### src/rtl/sw_mem_arbiter_if.sv
// Bundle of the T/Q burst requester ports and the SRAM read port around sw_mem_arbiter.
`ifndef SRAM_ADDR_BIT
`define SRAM_ADDR_BIT 8
`endif
`ifndef SRAM_WORD_WIDTH
`define SRAM_WORD_WIDTH 16
`endif

interface sw_mem_arbiter_if #(
    parameter int ADDR_W = `SRAM_ADDR_BIT,
    parameter int WORD_W = `SRAM_WORD_WIDTH,
    parameter int LEN_W  = 8
);
    logic              t_req_i;
    logic [ADDR_W-1:0] t_addr_i;
    logic [LEN_W-1:0]  t_len_i;
    logic              t_ack_o;
    logic              t_valid_o;
    logic              t_last_o;
    logic [WORD_W-1:0] t_data_o;

    logic              q_req_i;
    logic [ADDR_W-1:0] q_addr_i;
    logic [LEN_W-1:0]  q_len_i;
    logic              q_ack_o;
    logic              q_valid_o;
    logic              q_last_o;
    logic [WORD_W-1:0] q_data_o;

    logic              sram_en_o;
    logic              sram_sel_T_o;
    logic [ADDR_W-1:0] sram_addr_o;
    logic [WORD_W-1:0] sram_data_i;
    logic              busy_o;

    modport slave (
        input  t_req_i, t_addr_i, t_len_i, q_req_i, q_addr_i, q_len_i, sram_data_i,
        output t_ack_o, t_valid_o, t_last_o, t_data_o,
               q_ack_o, q_valid_o, q_last_o, q_data_o,
               sram_en_o, sram_sel_T_o, sram_addr_o, busy_o
    );

    modport master (
        output t_req_i, t_addr_i, t_len_i, q_req_i, q_addr_i, q_len_i, sram_data_i,
        input  t_ack_o, t_valid_o, t_last_o, t_data_o,
               q_ack_o, q_valid_o, q_last_o, q_data_o,
               sram_en_o, sram_sel_T_o, sram_addr_o, busy_o
    );
endinterface

### src/rtl/sw_mem_arbiter.sv
// Round-robin, per-burst arbiter sharing one SRAM read port between the T and Q loaders.
`ifndef SRAM_ADDR_BIT
`define SRAM_ADDR_BIT 8
`endif
`ifndef SRAM_WORD_WIDTH
`define SRAM_WORD_WIDTH 16
`endif

module sw_mem_arbiter #(
    parameter int ADDR_W = `SRAM_ADDR_BIT,
    parameter int WORD_W = `SRAM_WORD_WIDTH,
    parameter int LEN_W  = 8
) (
    input  logic            clk,
    input  logic            rst,
    sw_mem_arbiter_if.slave bus
);
    typedef enum logic {IDLE, BURST} state_e;

    state_e            state_q, state_d;
    logic [ADDR_W-1:0] base_q, base_d;
    logic [LEN_W-1:0]  len_q, len_d;
    logic [LEN_W-1:0]  cnt_q, cnt_d;
    logic              own_t_q, own_t_d;
    logic              last_t_q, last_t_d;
    logic              vld_q, lst_q, ret_t_q;

    logic gnt_t, gnt_q, issue, issue_last;

    always_ff @(posedge clk or posedge rst) begin
        if (rst) begin
            state_q  <= IDLE;
            base_q   <= '0;
            len_q    <= '0;
            cnt_q    <= '0;
            own_t_q  <= 1'b0;
            last_t_q <= 1'b0;
            vld_q    <= 1'b0;
            lst_q    <= 1'b0;
            ret_t_q  <= 1'b0;
        end else begin
            state_q  <= state_d;
            base_q   <= base_d;
            len_q    <= len_d;
            cnt_q    <= cnt_d;
            own_t_q  <= own_t_d;
            last_t_q <= last_t_d;
            vld_q    <= issue;
            lst_q    <= issue_last;
            ret_t_q  <= own_t_q;
        end
    end

    always_comb begin
        state_d    = state_q;
        base_d     = base_q;
        len_d      = len_q;
        cnt_d      = cnt_q;
        own_t_d    = own_t_q;
        last_t_d   = last_t_q;
        gnt_t      = 1'b0;
        gnt_q      = 1'b0;
        issue      = 1'b0;
        issue_last = 1'b0;
        case (state_q)
            IDLE: begin
                // On contention the requester not granted last time wins.
                if (bus.t_req_i && (!bus.q_req_i || !last_t_q)) gnt_t = 1'b1;
                else if (bus.q_req_i)                            gnt_q = 1'b1;
                if (gnt_t || gnt_q) begin
                    state_d  = BURST;
                    base_d   = gnt_t ? bus.t_addr_i : bus.q_addr_i;
                    len_d    = gnt_t ? bus.t_len_i  : bus.q_len_i;
                    own_t_d  = gnt_t;
                    last_t_d = gnt_t;
                    cnt_d    = '0;
                end
            end
            BURST: begin
                issue      = (len_q != '0);
                issue_last = issue && (cnt_q == len_q - 1'b1);
                cnt_d      = cnt_q + 1'b1;
                if (!issue || issue_last) state_d = IDLE;
            end
            default: state_d = IDLE;
        endcase
    end

    // Grant is combinational from IDLE, so it must be masked while reset is held.
    assign bus.t_ack_o      = gnt_t & ~rst;
    assign bus.q_ack_o      = gnt_q & ~rst;
    assign bus.sram_en_o    = issue;
    assign bus.sram_sel_T_o = issue & own_t_q;
    assign bus.sram_addr_o  = issue ? base_q + ADDR_W'(cnt_q) : '0;

    assign bus.t_valid_o = vld_q & ret_t_q;
    assign bus.t_last_o  = lst_q & ret_t_q;
    assign bus.t_data_o  = bus.t_valid_o ? bus.sram_data_i : '0;
    assign bus.q_valid_o = vld_q & ~ret_t_q;
    assign bus.q_last_o  = lst_q & ~ret_t_q;
    assign bus.q_data_o  = bus.q_valid_o ? bus.sram_data_i : '0;
    assign bus.busy_o    = (state_q == BURST) | vld_q;
endmodule

### src/flat_wrapper.sv
// flat-port wrapper written by rule: the top's interface ports become plain ports
module sw_mem_arbiter_flat 
#(
    parameter int ADDR_W = `SRAM_ADDR_BIT,
    parameter int WORD_W = `SRAM_WORD_WIDTH,
    parameter int LEN_W  = 8
)
  (clk, rst, bus_t_req_i, bus_t_addr_i, bus_t_len_i, bus_q_req_i, bus_q_addr_i, bus_q_len_i, bus_sram_data_i, bus_t_ack_o, bus_t_valid_o, bus_t_last_o, bus_t_data_o, bus_q_ack_o, bus_q_valid_o, bus_q_last_o, bus_q_data_o, bus_sram_en_o, bus_sram_sel_T_o, bus_sram_addr_o, bus_busy_o);
  sw_mem_arbiter_if #(.ADDR_W(ADDR_W), .WORD_W(WORD_W), .LEN_W(LEN_W)) bus_i ();
  input  logic clk;
  input  logic rst;
  input wire logic [$bits(bus_i.t_req_i)-1:0] bus_t_req_i;
  input wire logic [$bits(bus_i.t_addr_i)-1:0] bus_t_addr_i;
  input wire logic [$bits(bus_i.t_len_i)-1:0] bus_t_len_i;
  input wire logic [$bits(bus_i.q_req_i)-1:0] bus_q_req_i;
  input wire logic [$bits(bus_i.q_addr_i)-1:0] bus_q_addr_i;
  input wire logic [$bits(bus_i.q_len_i)-1:0] bus_q_len_i;
  input wire logic [$bits(bus_i.sram_data_i)-1:0] bus_sram_data_i;
  output wire logic [$bits(bus_i.t_ack_o)-1:0] bus_t_ack_o;
  output wire logic [$bits(bus_i.t_valid_o)-1:0] bus_t_valid_o;
  output wire logic [$bits(bus_i.t_last_o)-1:0] bus_t_last_o;
  output wire logic [$bits(bus_i.t_data_o)-1:0] bus_t_data_o;
  output wire logic [$bits(bus_i.q_ack_o)-1:0] bus_q_ack_o;
  output wire logic [$bits(bus_i.q_valid_o)-1:0] bus_q_valid_o;
  output wire logic [$bits(bus_i.q_last_o)-1:0] bus_q_last_o;
  output wire logic [$bits(bus_i.q_data_o)-1:0] bus_q_data_o;
  output wire logic [$bits(bus_i.sram_en_o)-1:0] bus_sram_en_o;
  output wire logic [$bits(bus_i.sram_sel_T_o)-1:0] bus_sram_sel_T_o;
  output wire logic [$bits(bus_i.sram_addr_o)-1:0] bus_sram_addr_o;
  output wire logic [$bits(bus_i.busy_o)-1:0] bus_busy_o;
  assign bus_i.t_req_i = bus_t_req_i;
  assign bus_i.t_addr_i = bus_t_addr_i;
  assign bus_i.t_len_i = bus_t_len_i;
  assign bus_i.q_req_i = bus_q_req_i;
  assign bus_i.q_addr_i = bus_q_addr_i;
  assign bus_i.q_len_i = bus_q_len_i;
  assign bus_i.sram_data_i = bus_sram_data_i;
  assign bus_t_ack_o = bus_i.t_ack_o;
  assign bus_t_valid_o = bus_i.t_valid_o;
  assign bus_t_last_o = bus_i.t_last_o;
  assign bus_t_data_o = bus_i.t_data_o;
  assign bus_q_ack_o = bus_i.q_ack_o;
  assign bus_q_valid_o = bus_i.q_valid_o;
  assign bus_q_last_o = bus_i.q_last_o;
  assign bus_q_data_o = bus_i.q_data_o;
  assign bus_sram_en_o = bus_i.sram_en_o;
  assign bus_sram_sel_T_o = bus_i.sram_sel_T_o;
  assign bus_sram_addr_o = bus_i.sram_addr_o;
  assign bus_busy_o = bus_i.busy_o;
  sw_mem_arbiter #(.ADDR_W(ADDR_W), .WORD_W(WORD_W), .LEN_W(LEN_W)) u_core (.clk(clk), .rst(rst), .bus(bus_i));
endmodule
### config.mk
export PLATFORM = sky130hd
export DESIGN_NAME = sw_mem_arbiter_flat
export DESIGN_NICKNAME = d
export VERILOG_FILES = /design/src/rtl/sw_mem_arbiter_if.sv /design/src/rtl/sw_mem_arbiter.sv /design/src/flat_wrapper.sv
export SDC_FILE = /design/constraint.sdc
export NUM_CORES = 1
export LEC_CHECK = 0
export ABC_AREA = 1
export CORE_ASPECT_RATIO = 1.25
export CORE_MARGIN = 8
export CORE_UTILIZATION = 55
export DETAILED_ROUTE_END_ITERATION = 8
export DONT_BUFFER_PORTS = 1
export PLACE_DENSITY = 0.7
export SETUP_SLACK_MARGIN = 0.5
export SYNTH_ARGS = -nofsm -noshare
export SYNTH_HDL_FRONTEND = slang
export SYNTH_SLANG_ARGS = --single-unit
### constraint.sdc
create_clock -name clk -period 2.55 [get_ports clk]
set_input_delay 0.3825 -clock clk [delete_from_list [all_inputs] [get_ports clk]]
set_output_delay 0.3825 -clock clk [all_outputs]
set_load 0.02 [all_outputs]
==> impl_summary.txt, run 1 <==
----------------------------------------------------
[Worst setup path]
  Element type at the critical path start ... flop
  Sort of element at the end of the critical path ... output port
  Arr. time, crit path ... 1.89 ns
  Category of the most critical setup path ... reg -> out
  Sum of buffers and inverters on the critical path ... 0
  Number of cell instances on the worst register-to-register path ... 8
  List of cells traversed by the critical path ... ha_4 -> fa_2 -> nand3_2 -> nand3_2 -> nand2_1 -> nand2_1 -> a21oi_2 -> nor2_1 -> nor2_2
  Reg-to-Reg End ... u_core.cnt_q[7]
  Delay-heaviest family, CP ... adder cells
  Biggest cell delay along the critical path ... between 0.4 and 0.5 ns
  Worst endpoint required time ... 2.17 ns
  Largest fanout of any net on the critical path ... 2
  Slowest cell on the critical path ... sky130_fd_sc_hd__dfrtp_2
  Worst flop-to-flop path startpoint ... u_core.own_t_q
  Worst reg-to-reg setup slack ... 0.86 ns

[CTS]
  CTS tree ... yes
  Maximum clock path buffer count ... 2
  Clock network latency to the later pin of the worst-skew pair ... around 0.28 ns
  # H-tree levels ... 2
  CTS Root Buffer Type ... sky130_fd_sc_hd__clkbuf_8
  Clock sink total ... 29
  Clock transition at path regs ... 0.06 ns
  TritonCTS Buffers ... 5

[STA]
  Fin. max-slew vios ... 0
  Slew of the pin with the lowest slew margin ... 0.4886 ns
  Final setup skew ... approximately 0.005 ns
  Worst Setup Slack, final ... 0.2727 ns
  Endpoints failing setup ... 0
  Setup repair after global routing missed its margin ... yes
  Remaining max-slew budget at the tightest pin ... 0.6735
  Upper clock frequency limit ... 439.1 MHz
  Post-route setup TNS ... 0 ns
  Number of hold violations in the final report ... 0
  Ratio of final minimum period to clock period ... 0.8930
  Final period demand of the worst path ... 2.277 ns

[Global route]
  Total routing resource utilization after global routing ... 0.1933
  Via count of the first global-routing pass ... approximately 2100
  Maximum number of pins on one net before global-route repair ... 35
  First-pass GRT wire length ... 9.508 mm
  Overflow left after global routing ... 0
  Number of antenna violations at the first check in global routing ... 0

[Worst hold path]
  Worst min path class ... in -> async

[Detailed routing]
  1st-iter DRT viols ... 39
  Average wire per cell in the routed design ... 14.78 microns
  Number of vias after detailed routing ... 2083
  Via density per instance ... 5.396
  Antenna Nets Post-Route ... 0
  DRC violations left ... 0
  Count of TritonRoute iterations in the first routing pass ... 4
  Total wirelength of the detailed-routed design ... 5.707 mm

[Cells and area]
  Area delta synth->final ... 23.72%
  Final standard cell area without fillers ... 2624 sq um
  Commonest non-fill, non-tap cells in the layout ... 81 x sky130_fd_sc_hd__nand2_1, 54 x sky130_fd_sc_hd__nor2_1, 39 x sky130_fd_sc_hd__inv_1, 22 x sky130_fd_sc_hd__dfrtp_1, 21 x sky130_fd_sc_hd__buf_4
  Leading cell type in the layout, fill and taps excluded ... sky130_fd_sc_hd__nand2_1
  Ant diodes ... 0
  Share of layout cells above drive strength 1 ... 0.2514
  Final Net Count ... 408
  Number of filler cells placed in the layout ... approximately 300

[Synth]
  Proportion of netlist area held by the largest area contributor ... 0.3422
  Leading cell types by total area after synthesis ... sky130_fd_sc_hd__dfrtp_1 34%, sky130_fd_sc_hd__nand2_1 15%, sky130_fd_sc_hd__nor2_1 13%
  Yosys reg bits ... 29
  Synth Area in Compound Gates ... 0.1009
  Mean post-synth cell area ... 6.566 sq um
  Synth Instances ... 323
  Top cell type by total area after synthesis ... sky130_fd_sc_hd__dfrtp_1
  Sequential share of the synthesized area ... 0.3422
  Multiplexer share of the synthesized area ... 0
  Net count after synthesis ... 386
  Largest family of logic cells by synthesized area ... simple AND/OR/NAND/NOR gates
  Synth Area in Simple Gates ... 0.3540
  Adder-cell share of the synthesized area ... 0.06844
  Synth warn ... 0
  Xor-xnor portion of the synthesized cell area ... 0.03304
  Post-Syn Area ... ~2100 sq um
  Number of different library cells in the post-synthesis netlist ... 25

[Power and ir drop]
  Total power per unit cell area ... 1583 nW/um^2
  Leak pwr ... around 1.3 nW
  Total Power ... around 4.2 mW
  Maximum ir drop on the vdd rail ... 0.6540 mV

[Floorplan]
  Std-Cell Core Area ... 3754 sq um
  Die height ... 85.43 microns
  # rows ... 25
  Full die area ... 6111 sq um
  Effective utilization at floorplan ... 0.5650
  Die X ... 71.54 microns
  Number of ports placed on the die boundary ... 101

[Place]
  Number of buffer cells added on primary ports ... 0
  Area after detailed placement ... around 2100 sq um
  Pre-CTS worst setup slack ... 0.3664 ns
  Weighted congestion at the end of routability-driven global placement ... 0.8140
  Detailed Place HPWL ... 4.345 mm

[Job]
  Number of maximum-capacitance violations ... 0

[Status]
  Status ... finished clean

----------------------------------------------------
==> worst max-delay path by stage <==
stage                     cells past startpoint  slack [ns]        startpoint                  to
final                                         9        0.27   u_core.cnt_q[0]  bus_sram_addr_o[6]
after global routing                          9        0.14  u_core.base_q[0]  bus_sram_addr_o[6]
after CTS                                     9        0.23   u_core.cnt_q[0]  bus_sram_addr_o[6]
after detailed placement                      9        0.37   u_core.cnt_q[0]  bus_sram_addr_o[6]
after global placement                        9        0.39   u_core.cnt_q[0]  bus_sram_addr_o[6]
after floorplan                               9        0.50   u_core.cnt_q[0]  bus_sram_addr_o[6]
==> what timing repair did <==
item                       CTS  global route
gates cloned                 1             0
hold buffers                 0             0
hold endpoints to repair     0             0
setup endpoints to repair   23            22
buffers inserted            16             4
pin swaps                    8             5
resized for setup           48             9
==> power by group <==
group	internal (mW)	switching, mW
Sequential	0.669	0.248
Clock	0.243	0.168
Combinational	1.04	1.79
Total	1.95	2.20
==> metrics by stage <==
step,util,hold slack (ns),std cells
global placement,0.5710,0.3636,357
CTS,0.6807,0.05768,382
finish,0.6990,0.05363,386
global route,0.6990,0.09622,386
detailed placement,0.5710,0.3643,357
floorplan,-,0.3926,323
==> metal layers <==
layer	share of wire	routed length (microns)	vias to the layer above	track usage
li1	-	-	1058	-
met1	0.39	2253	930	0.2044
met2	0.50	2880	86	0.3417
met3	0.080	459	9	0.06604
met4	0.020	113	0	0.07449
met5	0	0	-	0
==> cells in the mapped netlist <==
master / count
sky130_fd_sc_hd__nand2_1: 83
sky130_fd_sc_hd__ha_1: 10
sky130_fd_sc_hd__inv_1: 41
sky130_fd_sc_hd__xor2_1: 3
sky130_fd_sc_hd__o21ai_1: 5
sky130_fd_sc_hd__o21ai_0: 8
sky130_fd_sc_hd__inv_4: 1
sky130_fd_sc_hd__dfrtp_1: 29
sky130_fd_sc_hd__inv_2: 3
sky130_fd_sc_hd__buf_2: 2
sky130_fd_sc_hd__nand2_4: 2
sky130_fd_sc_hd__clkbuf_1: 3
sky130_fd_sc_hd__a31oi_1: 17
sky130_fd_sc_hd__xnor2_1: 5
sky130_fd_sc_hd__buf_6: 2
sky130_fd_sc_hd__fa_1: 1
sky130_fd_sc_hd__nor3_1: 2
sky130_fd_sc_hd__a21oi_1: 7
sky130_fd_sc_hd__nand3_1: 17
sky130_fd_sc_hd__and3_1: 1
sky130_fd_sc_hd__nor2_1: 74
sky130_fd_sc_hd__a21o_1: 1
sky130_fd_sc_hd__nand4_1: 2
sky130_fd_sc_hd__nor2_2: 2
sky130_fd_sc_hd__nand2_2: 2
==> layout make-up <==
class | count | area (sq um) | share of cell area
Timing Repair Buffer | 21 | 157.7 | 0.06009
Tap cell | 40 | 50.05 | 0.01907
Inverter | 45 | 182.7 | 0.06962
Clock buffer | 7 | 96.34 | 0.03672
Timing Repair inverter | 1 | 7.507 | 0.002861
Multi-Input combinational cell | 242 | 1390 | 0.5298
Clock inverter | 1 | 5.005 | 0.001907
Sequential cell | 29 | 734.5 | 0.2799
==> cell families after synthesis <==
logic type,Yosys count
flip-flops,29
XOR/XNOR,8
buffers and inverters,52
adder cells (fa/ha/maj),11
AND/OR/NAND/NOR,185
AO/OA/AOI/OAI,38
==> registers in the layout, summed over array words and instances (netlist names) <==
signal and cells:
u_core.base_q 8, u_core.cnt_q 8, u_core.len_q 8, u_core.lst_q 1, u_core.own_t_q 1, u_core.ret_t_q 1
u_core.state_q 1, u_core.vld_q 1
==> worst reg2reg max path, stage by stage (launching register included) <==
cell and delay, ns:
sky130_fd_sc_hd__dfrtp_1 0.42, sky130_fd_sc_hd__nand2_2 0.10, sky130_fd_sc_hd__nand2_4 0.12, sky130_fd_sc_hd__inv_4 0.20, sky130_fd_sc_hd__nand2_2 0.12, sky130_fd_sc_hd__nand2_4 0.29, sky130_fd_sc_hd__inv_2 0.14, sky130_fd_sc_hd__nand3_1 0.10
sky130_fd_sc_hd__o21ai_0 0.07
(Power assumes the default switching activity.)
==> run 2, diff against run 1 <==
--- a/config.mk
+++ b/config.mk
@@ -8,10 +8,9 @@
 export ABC_AREA = 1
 export CORE_ASPECT_RATIO = 1.25
 export CORE_MARGIN = 8
-export CORE_UTILIZATION = 55
+export CORE_UTILIZATION = 25
 export DETAILED_ROUTE_END_ITERATION = 8
 export DONT_BUFFER_PORTS = 1
-export PLACE_DENSITY = 0.7
 export SETUP_SLACK_MARGIN = 0.5
 export SYNTH_ARGS = -nofsm -noshare
 export SYNTH_HDL_FRONTEND = slang
==> run 2 against run 1 <==
- total power increased by 9.9%
- first-iteration DRC count increased to 2.9 times the previous value
- final cell count increased by 17%
- global-route usage decreased by 8.3 points
- clock skew increased by 0.0026 ns
- via count increased by 4.3%
- wire length increased by 19%
- worst hold slack improved by 0.0024 ns
- die area increased by 92%
- sequential cell count unchanged
- critical endpoint unchanged
- largest power group unchanged
==> impl_summary.txt, run 2 (synthesis results as in run 1) <==
----------------------------------------------------
[Worst setup path]
  Number of cell instances on the worst register-to-register path ... 8 (unchanged)
  Largest fanout of any net on the critical path ... 2 (unchanged)
  List of cells traversed by the critical path ... ha_4 -> fa_2 -> nand3_2 -> nand3_4 -> nand2_1 -> nand2_1 -> a21oi_2 -> nor2_1 -> nor2_2
  Sort of element at the end of the critical path ... output port
  Category of the most critical setup path ... reg -> out
  Biggest cell delay along the critical path ... 0.42 ns (about the same)
  Worst reg-to-reg setup slack ... 0.80 ns (-0.06 ns)
  Reg-to-Reg End ... u_core.cnt_q[7]
  Slowest cell on the critical path ... sky130_fd_sc_hd__dfrtp_2
  Worst endpoint required time ... 2.17 ns (about the same)
  Element type at the critical path start ... flop
  Sum of buffers and inverters on the critical path ... 0 (unchanged)
  Delay-heaviest family, CP ... simple AND/OR/NAND/NOR gates
  Arr. time, crit path ... 1.93 ns (+0.04 ns)
  Worst flop-to-flop path startpoint ... u_core.own_t_q
  First element of the critical path ... u_core.cnt_q[0]
  Most Frequent Cell on Critical Path ... sky130_fd_sc_hd__nand2_1

[Power and ir drop]
  P_int ... 2.204 mW (+13%)
  Leak pwr ... 1.359 nW (+3.6%)
  Net switching power of the design ... 2.359 mW (+7.1%)
  Register share of total power ... 0.200 (-0.021)
  Proportion of power drawn by combinational gates ... 0.691 (+0.011)
  Switching share of power ... 0.5170 (-0.01369)
  Maximum ir drop on the vdd rail ... 0.5974 mV (-8.6%)
  Power share of the clock group ... 0.109 (+0.010)
  Total power per unit cell area ... 1629 nW/um^2 (+2.9%)

[Global route]
  Via count of the first global-routing pass ... 2187 (+3.1%)
  First-pass GRT wire length ... 10.58 mm (+11%)
  Overflow left after global routing ... 0 (unchanged)
  Total routing resource utilization after global routing ... 0.1100 (-0.08332)
  Maximum number of pins on one net before global-route repair ... 35 (unchanged)
  Number of antenna violations at the first check in global routing ... 0 (unchanged)

[Floorplan]
  Number of ports placed on the die boundary ... 101 (unchanged)
  Full die area ... 11700 sq um (+92%)
  # rows ... 37 (+48%)
  Die X ... 98.38 microns (+38%)
  Std-Cell Core Area ... 8240 sq um (+120%)
  Die height ... 119.0 microns (+39%)
  Effective utilization at floorplan ... 0.2574 (-0.3076)

[CTS]
  TritonCTS Buffers ... 5 (unchanged)
  # H-tree levels ... 2 (unchanged)
  CTS tree ... yes
  Clock sink total ... 29 (unchanged)
  Clock network latency to the later pin of the worst-skew pair ... 0.28 ns (about the same)
  Number of hold buffers added after cts ... 0 (unchanged)
  Maximum clock path buffer count ... 2 (unchanged)
  CTS Root Buffer Type ... sky130_fd_sc_hd__clkbuf_8
  Clock transition at path regs ... 0.06 ns (about the same)

[Cells and area]
  Commonest non-fill, non-tap cells in the layout ... 79 x sky130_fd_sc_hd__nand2_1, 50 x sky130_fd_sc_hd__nor2_1, 38 x sky130_fd_sc_hd__inv_1, 24 x sky130_fd_sc_hd__buf_4
  Leading cell type in the layout, fill and taps excluded ... sky130_fd_sc_hd__nand2_1
  Final Net Count ... 415 (+1.7%)
  Area delta synth->final ... 32.09%
  Final cell utilization of the core ... 0.3400 (-0.3590)
  Ant diodes ... 0 (unchanged)
  Largest registers ... u_core.base_q: 8 flops, u_core.cnt_q: 8 flops, u_core.len_q: 8 flops
  Share of layout cells above drive strength 1 ... 0.2918 (+0.04034)

[STA]
  Ratio of final minimum period to clock period ... 0.9062 (+0.01314)
  Remaining max-slew budget at the tightest pin ... 0.6798 (+0.006277)
  Post-route setup TNS ... 0 ns (unchanged)
  Number of hold violations in the final report ... 0 (unchanged)
  Upper clock frequency limit ... 432.8 MHz (-1.5%)
  Fin. max-slew vios ... 0 (unchanged)
  Setup repair after global routing missed its margin ... yes
  Endpoints failing setup ... 0 (unchanged)
  Slew of the pin with the lowest slew margin ... 0.4792 ns (-0.009393 ns)
  Final setup skew ... 0.007586 ns (+0.002579 ns)
  Final period demand of the worst path ... 2.311 ns (+0.03351 ns)

[Detailed routing]
  Average wire per cell in the routed design ... 15.04 microns (+1.7%)
  Number of vias after detailed routing ... 2173 (+4.3%)
  Count of TritonRoute iterations in the first routing pass ... 4 (unchanged)
  Antenna Nets Post-Route ... 0 (unchanged)
  Via density per instance ... 4.829 (-11%)
  Total wirelength of the detailed-routed design ... 6.767 mm (+19%)
  1st-iter DRT viols ... 114 (+190%)
  DRC violations left ... 0 (unchanged)

[Place]
  Number of buffer cells added on primary ports ... 0 (unchanged)
  Detailed Place HPWL ... 4.909 mm (+13%)
  Weighted congestion at the end of routability-driven global placement ... 0.8212 (+0.88%)

[Job]
  Number of maximum-capacitance violations ... 0 (unchanged)

[Status]
  Status ... finished clean

[Worst hold path]
  Worst min path class ... in -> async

----------------------------------------------------
-- run 2: cell types whose count changed in the layout (fill, tap and decap cells not counted), sizes merged --
cell / before / now
buf: 21 / 28
bufinv: 0 / 1
clkinv: 1 / 0
-- run 2: area by class of cell --
class / count / area, sq um
clock buffer: 7 / 86.33
clock inverter: 1 / 30.03
fill: 857 / 5439
inverter: 45 / 182.7
multi-input combinational: 242 / 1414
sequential: 29 / 734.5
tap: 97 / 121.4
timing repair buffer: 28 / 225.2
timing repair inverter: 1 / 7.507
-- run 2: worst reg2reg max path, cell delays in order, from the launching register on --
cell,delay [ns]
sky130_fd_sc_hd__dfrtp_1,0.43
sky130_fd_sc_hd__nand2_2,0.11
sky130_fd_sc_hd__nand2_4,0.13
sky130_fd_sc_hd__inv_4,0.21
sky130_fd_sc_hd__nand2_2,0.12
sky130_fd_sc_hd__nand2_4,0.28
sky130_fd_sc_hd__inv_2,0.14
sky130_fd_sc_hd__nand3_1,0.10
sky130_fd_sc_hd__o21ai_0,0.10
-- run 2: how the worst max path moves through the flow --
stage | end | cells past startpoint
3_5_place_dp | bus_sram_addr_o[6] | 9
5_1_grt | bus_sram_addr_o[6] | 9
2_1_floorplan | bus_sram_addr_o[6] | 9
6_report | bus_sram_addr_o[6] | 9
3_3_place_gp | bus_sram_addr_o[6] | 9
4_1_cts | bus_sram_addr_o[6] | 9
-- run 2: metal layers --
layer / global-route usage / share of wire / vias to the layer above
met5: 0 / 0 / -
met4: 0.04716 / 0.034 / 0
met3: 0.04429 / 0.098 / 19
met2: 0.1995 / 0.49 / 115
met1: 0.1079 / 0.38 / 965
li1: - / - / 1074
-- run 2: what timing repair did --
item,4_1_cts,5_1_grt
pin swaps,13,9
endpoints found under the setup margin,25,27
hold endpoints to repair,0,0
resized for setup,54,15
gates cloned,1,0
setup buffers,17,7
-- run 2: metrics by stage --
step,hold WS (ns),power (mW),area [sq um],std cells,setup slack (ns)
after floorplan,0.3926,2.661,2130,323,0.5017
after global placement,0.3711,3.115,2237,417,0.3810
after detailed placement,0.3712,3.152,2237,417,0.3532
after CTS,0.06812,4.267,2691,443,0.1946
after global routing,0.09432,4.910,2801,450,0.1376
final,0.05599,4.564,2801,450,0.2392
-- run 2: power groups by stage --
stage               sequential (mW)  clock [mW]  combinational (mW)
floorplan                     0.840           0                1.82
global route                  0.939       0.527                3.44
detailed placement            0.926           0                2.23
global placement              0.915           0                2.20
CTS                           0.905       0.509                2.85
finish                        0.912       0.498                3.15
==> run 3, diff against run 2 <==
==> constraint.sdc (replaced) <==
create_clock -name clk -period 3 [get_ports clk]
set_input_delay 0.45 -clock clk [delete_from_list [all_inputs] [get_ports clk]]
set_output_delay 0.45 -clock clk [all_outputs]
set_load 0.02 [all_outputs]
==> run 3 against run 2 <==
- sequential power shrank 16%
- clock power shrank 37%
- via count shrank 6.0%
- critical path depth is the same
- non-clock buffer count shrank 26
- highest routed layer unchanged
- core utilization shrank 5.6 points
- clock skew grew 0.0034 ns
- sequential share of layout area grew 4.8 points
- sequential cell count is the same
- count of clock-buffer cells in the layout shrank 1
==> impl_summary.txt, run 3 (synthesis results as in run 1) <==
----------------------------------------------------
[Detailed routing]
  Number of vias after detailed routing ... 2042 (-6.0%)
  1st-iter DRT viols ... 83 (-27%)
  Count of TritonRoute iterations in the first routing pass ... 4 (unchanged)
  Average wire per cell in the routed design ... 13.79 microns (-8.3%)
  Antenna Nets Post-Route ... 0 (unchanged)
  DRC violations left ... 0 (unchanged)
  Total wirelength of the detailed-routed design ... 5.835 mm (-14%)
  Via density per instance ... 4.827 (about the same)

[Floorplan]
  # rows ... 37 (unchanged)
  Full die area ... 11700 sq um (unchanged)
  Die X ... 98.38 microns (unchanged)
  Die height ... 119.0 microns (unchanged)
  Effective utilization at floorplan ... 0.2574 (unchanged)
  Std-Cell Core Area ... 8240 sq um (unchanged)
  Number of ports placed on the die boundary ... 101 (unchanged)

[Worst setup path]
  Sort of element at the end of the critical path ... output port
  Reg-to-Reg End ... u_core.cnt_q[5]
  Arr. time, crit path ... 2.03 ns (+0.10 ns)
  Number of cell instances on the worst register-to-register path ... 8 (unchanged)
  Largest fanout of any net on the critical path ... 3 (+1)
  Worst endpoint required time ... 2.55 ns (+0.38 ns)
  Worst flop-to-flop path startpoint ... u_core.own_t_q
  Element type at the critical path start ... flop
  Category of the most critical setup path ... reg -> out
  Worst reg-to-reg setup slack ... 1.30 ns (+0.50 ns)

[CTS]
  # H-tree levels ... 2 (unchanged)
  TritonCTS Buffers ... 5 (unchanged)
  Maximum clock path buffer count ... 2 (unchanged)
  Clock network latency to the later pin of the worst-skew pair ... 0.29 ns (about the same)
  CTS Root Buffer Type ... sky130_fd_sc_hd__clkbuf_8
  Clock transition at path regs ... 0.07 ns (about the same)
  Number of hold buffers added after cts ... 0 (unchanged)
  Clock sink total ... 29 (unchanged)
  CTS tree ... yes

[STA]
  Worst slack on hold paths ... 0.3072 ns (+0.2512 ns)
  Upper clock frequency limit ... 403.7 MHz
  Slew of the pin with the lowest slew margin ... 1.064 ns (+0.5844 ns)
  Number of hold violations in the final report ... 0 (unchanged)
  Setup repair after global routing missed its margin ... yes
  Post-route setup TNS ... 0 ns (unchanged)
  Final period demand of the worst path ... about 2.5 ns
  Final setup skew ... 0.01100 ns (+0.003414 ns)
  Endpoints failing setup ... 0 (unchanged)
  Remaining max-slew budget at the tightest pin ... 0.2902 (-0.3896)
  Ratio of final minimum period to clock period ... 0.8257
  Fin. max-slew vios ... 0 (unchanged)

[Global route]
  First-pass GRT wire length ... 9.556 mm (-9.7%)
  Overflow left after global routing ... 0 (unchanged)
  Maximum number of pins on one net before global-route repair ... 35 (unchanged)
  Number of antenna violations at the first check in global routing ... 0 (unchanged)
  Via count of the first global-routing pass ... 2042 (-6.6%)
  Total routing resource utilization after global routing ... 0.09893 (-0.01109)

[Power and ir drop]
  Leak pwr ... 1.210 nW (-11%)
  Total power per unit cell area ... 1278 nW/um^2 (-22%)
  Maximum ir drop on the vdd rail ... 0.4135 mV (-31%)

[Place]
  Placed Instances ... 413 (-0.96%)
  Weighted congestion at the end of routability-driven global placement ... 0.8176 (-0.44%)
  Detailed Place HPWL ... 4.739 mm (-3.4%)
  Number of buffer cells added on primary ports ... 0 (unchanged)

[Cells and area]
  Largest registers ... u_core.base_q: 8 flops, u_core.cnt_q: 8 flops, u_core.len_q: 8 flops
  Final cell utilization of the core ... 0.2842 (-0.05572)
  Share of layout cells above drive strength 1 ... 0.09816 (-0.1936)
  Area delta synth->final ... 10.44%
  Number of filler cells placed in the layout ... 918 (+7.1%)
  Final Net Count ... 388 (-6.5%)
  Ant diodes ... 0 (unchanged)
  Commonest non-fill, non-tap cells in the layout ... 82 x sky130_fd_sc_hd__nand2_1, 71 x sky130_fd_sc_hd__nor2_1, 41 x sky130_fd_sc_hd__inv_1, 28 x sky130_fd_sc_hd__dfrtp_1, 17 x sky130_fd_sc_hd__a31oi_1
  Non-filler cells in the finished layout ... 423 (-6.0%)
  Leading cell type in the layout, fill and taps excluded ... sky130_fd_sc_hd__nand2_1

[Job]
  Number of maximum-capacitance violations ... 0 (unchanged)

[Worst hold path]
  Worst min path class ... in -> async

[Status]
  Status ... finished clean

----------------------------------------------------
[run 3: final cells by class]
cell class                 count  area [sq um]  share of cell area
clock buffer                   6         72.57             0.03098
clock inverter                 2         10.01            0.004273
inverter                      45         173.9             0.07425
multi-input combinational    242          1222              0.5219
sequential                    29         726.9              0.3104
tap                           97         121.4             0.05182
timing repair buffer           2         15.01            0.006410
[run 3: layer usage]
metal	vias to the layer above	track usage	routed length, microns
li1	1017	-	-
met1	916	0.1002	2361
met2	103	0.1752	2779
met3	6	0.04487	629
met4	0	0.03465	64
met5	-	0	0
[run 3: how the worst max path moves through the flow]
stage,cells after the start,start,end,slack [ns]
6_report,9,u_core.cnt_q[0],bus_sram_addr_o[6],0.52
3_5_place_dp,9,u_core.cnt_q[0],bus_sram_addr_o[6],0.56
4_1_cts,7,u_core.len_q[0],bus_sram_addr_o[4],0.45
3_3_place_gp,9,u_core.cnt_q[0],bus_sram_addr_o[6],0.59
2_1_floorplan,9,u_core.cnt_q[0],bus_sram_addr_o[6],0.74
5_1_grt,9,u_core.cnt_q[0],bus_sram_addr_o[6],0.42
[run 3: metrics by stage]
stage                     setup slack, ns  area (sq um)  total power, mW
final                              0.5230          2342            2.993
after global routing               0.4228          2342            3.295
after CTS                          0.4526          2305            2.937
after detailed placement           0.5561          2198            2.557
after global placement             0.5943          2198            2.533
after floorplan                    0.7419          2121            2.240
[run 3: power breakdown]
group | switching (mW) | total, mW | internal, mW
Clock | 0.153 | 0.313 | 0.160
Sequential | 0.207 | 0.768 | 0.561
Combinational | 1.35 | 1.91 | 0.564
[run 3: what timing repair did]
action | in CTS | in global routing
endpoints found under the setup margin | 5 | 6
hold endpoints to repair | 0 | 0
setup buffers | 1 | 1
gates resized for setup | 6 | 9
pin swaps | 1 | 2
[run 3: worst max-delay path, stage by stage (launching register included)]
cell and delay [ns]:
sky130_fd_sc_hd__dfrtp_2 0.41, sky130_fd_sc_hd__ha_2 0.20, sky130_fd_sc_hd__fa_2 0.36, sky130_fd_sc_hd__nand3_1 0.10
sky130_fd_sc_hd__nand3_2 0.10, sky130_fd_sc_hd__nand2_1 0.07, sky130_fd_sc_hd__nand2_1 0.06, sky130_fd_sc_hd__a21oi_2 0.13
sky130_fd_sc_hd__nor2_1 0.06, sky130_fd_sc_hd__nor2_2 0.23
==> RTL change: new RTL, config.mk and constraints of run 2 <==
`SRAM_ADDR_BIT`: 8 -> 12.
--- a/src/rtl/sw_mem_arbiter_if.sv
+++ b/src/rtl/sw_mem_arbiter_if.sv
@@ -1,6 +1,6 @@
 // Bundle of the T/Q burst requester ports and the SRAM read port around sw_mem_arbiter.
 `ifndef SRAM_ADDR_BIT
-`define SRAM_ADDR_BIT 8
+`define SRAM_ADDR_BIT 12
 `endif
 `ifndef SRAM_WORD_WIDTH
 `define SRAM_WORD_WIDTH 16
Interface: changed (resized bus_q_addr_i, bus_sram_addr_o and bus_t_addr_i); port bits go from 101 to 113. No check against the original RTL was run, so the function may have changed too.
==> RTL change against run 2 <==
Clock power grew 15%. Synthesized area grew 21%. Largest power group unchanged. Final area grew 24%. Wire length grew 29%. Sequential power grew 21%. Total power grew 28%. Sequential cell count grew 4. Core utilization grew 0.50 points. Critical endpoint unchanged. Setup slack gained 38 ps. Largest cell class unchanged.
==> RTL change: results (changes against run 2) <==
worst vdd ir 0.687 mV (+15%); DP HPWL 6510 um (+33%); status finished, final reports clean; met3 WL post-DR 848 um (+27%); first-pass GRT wire length 13300 um (+26%); layout cells sized above 1 28.2% (-1.0 points); fin nets 504 (+21%); Detailed Route WL 8710 um (+29%); Area contributors post-synth dfrtp_1 32%, nand2_1 16%, nor2_1 13%; Total Routing Usage GR 11.9% (+0.86 points); met2 usage 20.7% (+0.72 points); Pleak 0.00164 uW (+20%); Clk Tree Root Cell clkbuf_16; vias per cell 4.85 (+0.52%); Unique masters post-synth 31 (+24%); Seq/Total Area, Yosys 32.1% (-2.1 points); WP data arrival 1890 ps (-40 ps); FMAX 440 MHz (+1.7%); Fin Clk Skew 2.58 ps (-5.00 ps); Setup Buffers After CTS 13 (-4); GPL Wtd Cong 0.880 (+7.1%); pre-CTS setup slack 351 ps (-2.69 ps); syn_nets 473 (+23%); grt met1 use 13.3% (+2.5 points); wire length on met2 4190 um (+27%); slowest CP cell dfrtp_1; largest registers u_core.base_q x12, u_core.cnt_q x8, u_core.len_q x8
RTL change: cell families after synthesis:
family	after synthesis	share of synthesized area [%]
adder cells (fa/ha/maj)	12	6.13
XOR/XNOR	9	3.06
AND/OR/NAND/NOR	232	36.9
AO/OA/AOI/OAI	49	11.1
multiplexers	1	0.389
flip-flops	33	32.1
buffers and inverters	65	10.3
RTL change: path summary, 6_finish.rpt:
kind | from | endpoint | depth (start not counted)
worst min register to register | u_core.own_t_q$_DFFE_PP0P_ | u_core.ret_t_q$_DFF_PP0_ | 0
worst max-delay path | u_core.cnt_q[0]$_DFFE_PP0P_ | bus_sram_addr_o[6] | 9
max in group asynchronous | rst | u_core.cnt_q[6]$_DFFE_PP0P_ | 2
worst max register to register | u_core.own_t_q$_DFFE_PP0P_ | u_core.cnt_q[6]$_DFFE_PP0P_ | 8
worst min-delay path | rst | u_core.own_t_q$_DFFE_PP0P_ | 2
min in group clk | bus_q_addr_i[7] | u_core.base_q[7]$_DFFE_PP0P_ | 2
RTL change: power breakdown:
group | leakage [uW] | total [uW] | switching, uW | internal, uW
clock | 0.0000706 | 575 | 217 | 358
sequential | 0.000372 | 1100 | 329 | 771
combinational | 0.00119 | 4190 | 2530 | 1650
RTL change: per-stage QoR:
step                      instances  utilization, %  hold WS, ps  area, um^2  power [uW]
after floorplan                 401               -          374        2590        3290
after global placement          530            27.6          393        2780        4030
after detailed placement        530            27.6          394        2780        4070
after CTS                       551            32.5         96.7        3270        5370
after global routing            562            34.5          136        3470        6290
final                           562            34.5         98.8        3470        5860
RTL change: layout make-up:
cell class              count  area, um^2
fillers                  1045        6590
flip-flops and latches     33         835
clock inverters             2        10.0
multi-input cells         303        1830
clock buffers               6         129
repair inverters            1        5.00
repair buffers             34         287
inverters                  54         215
well taps                 129         161
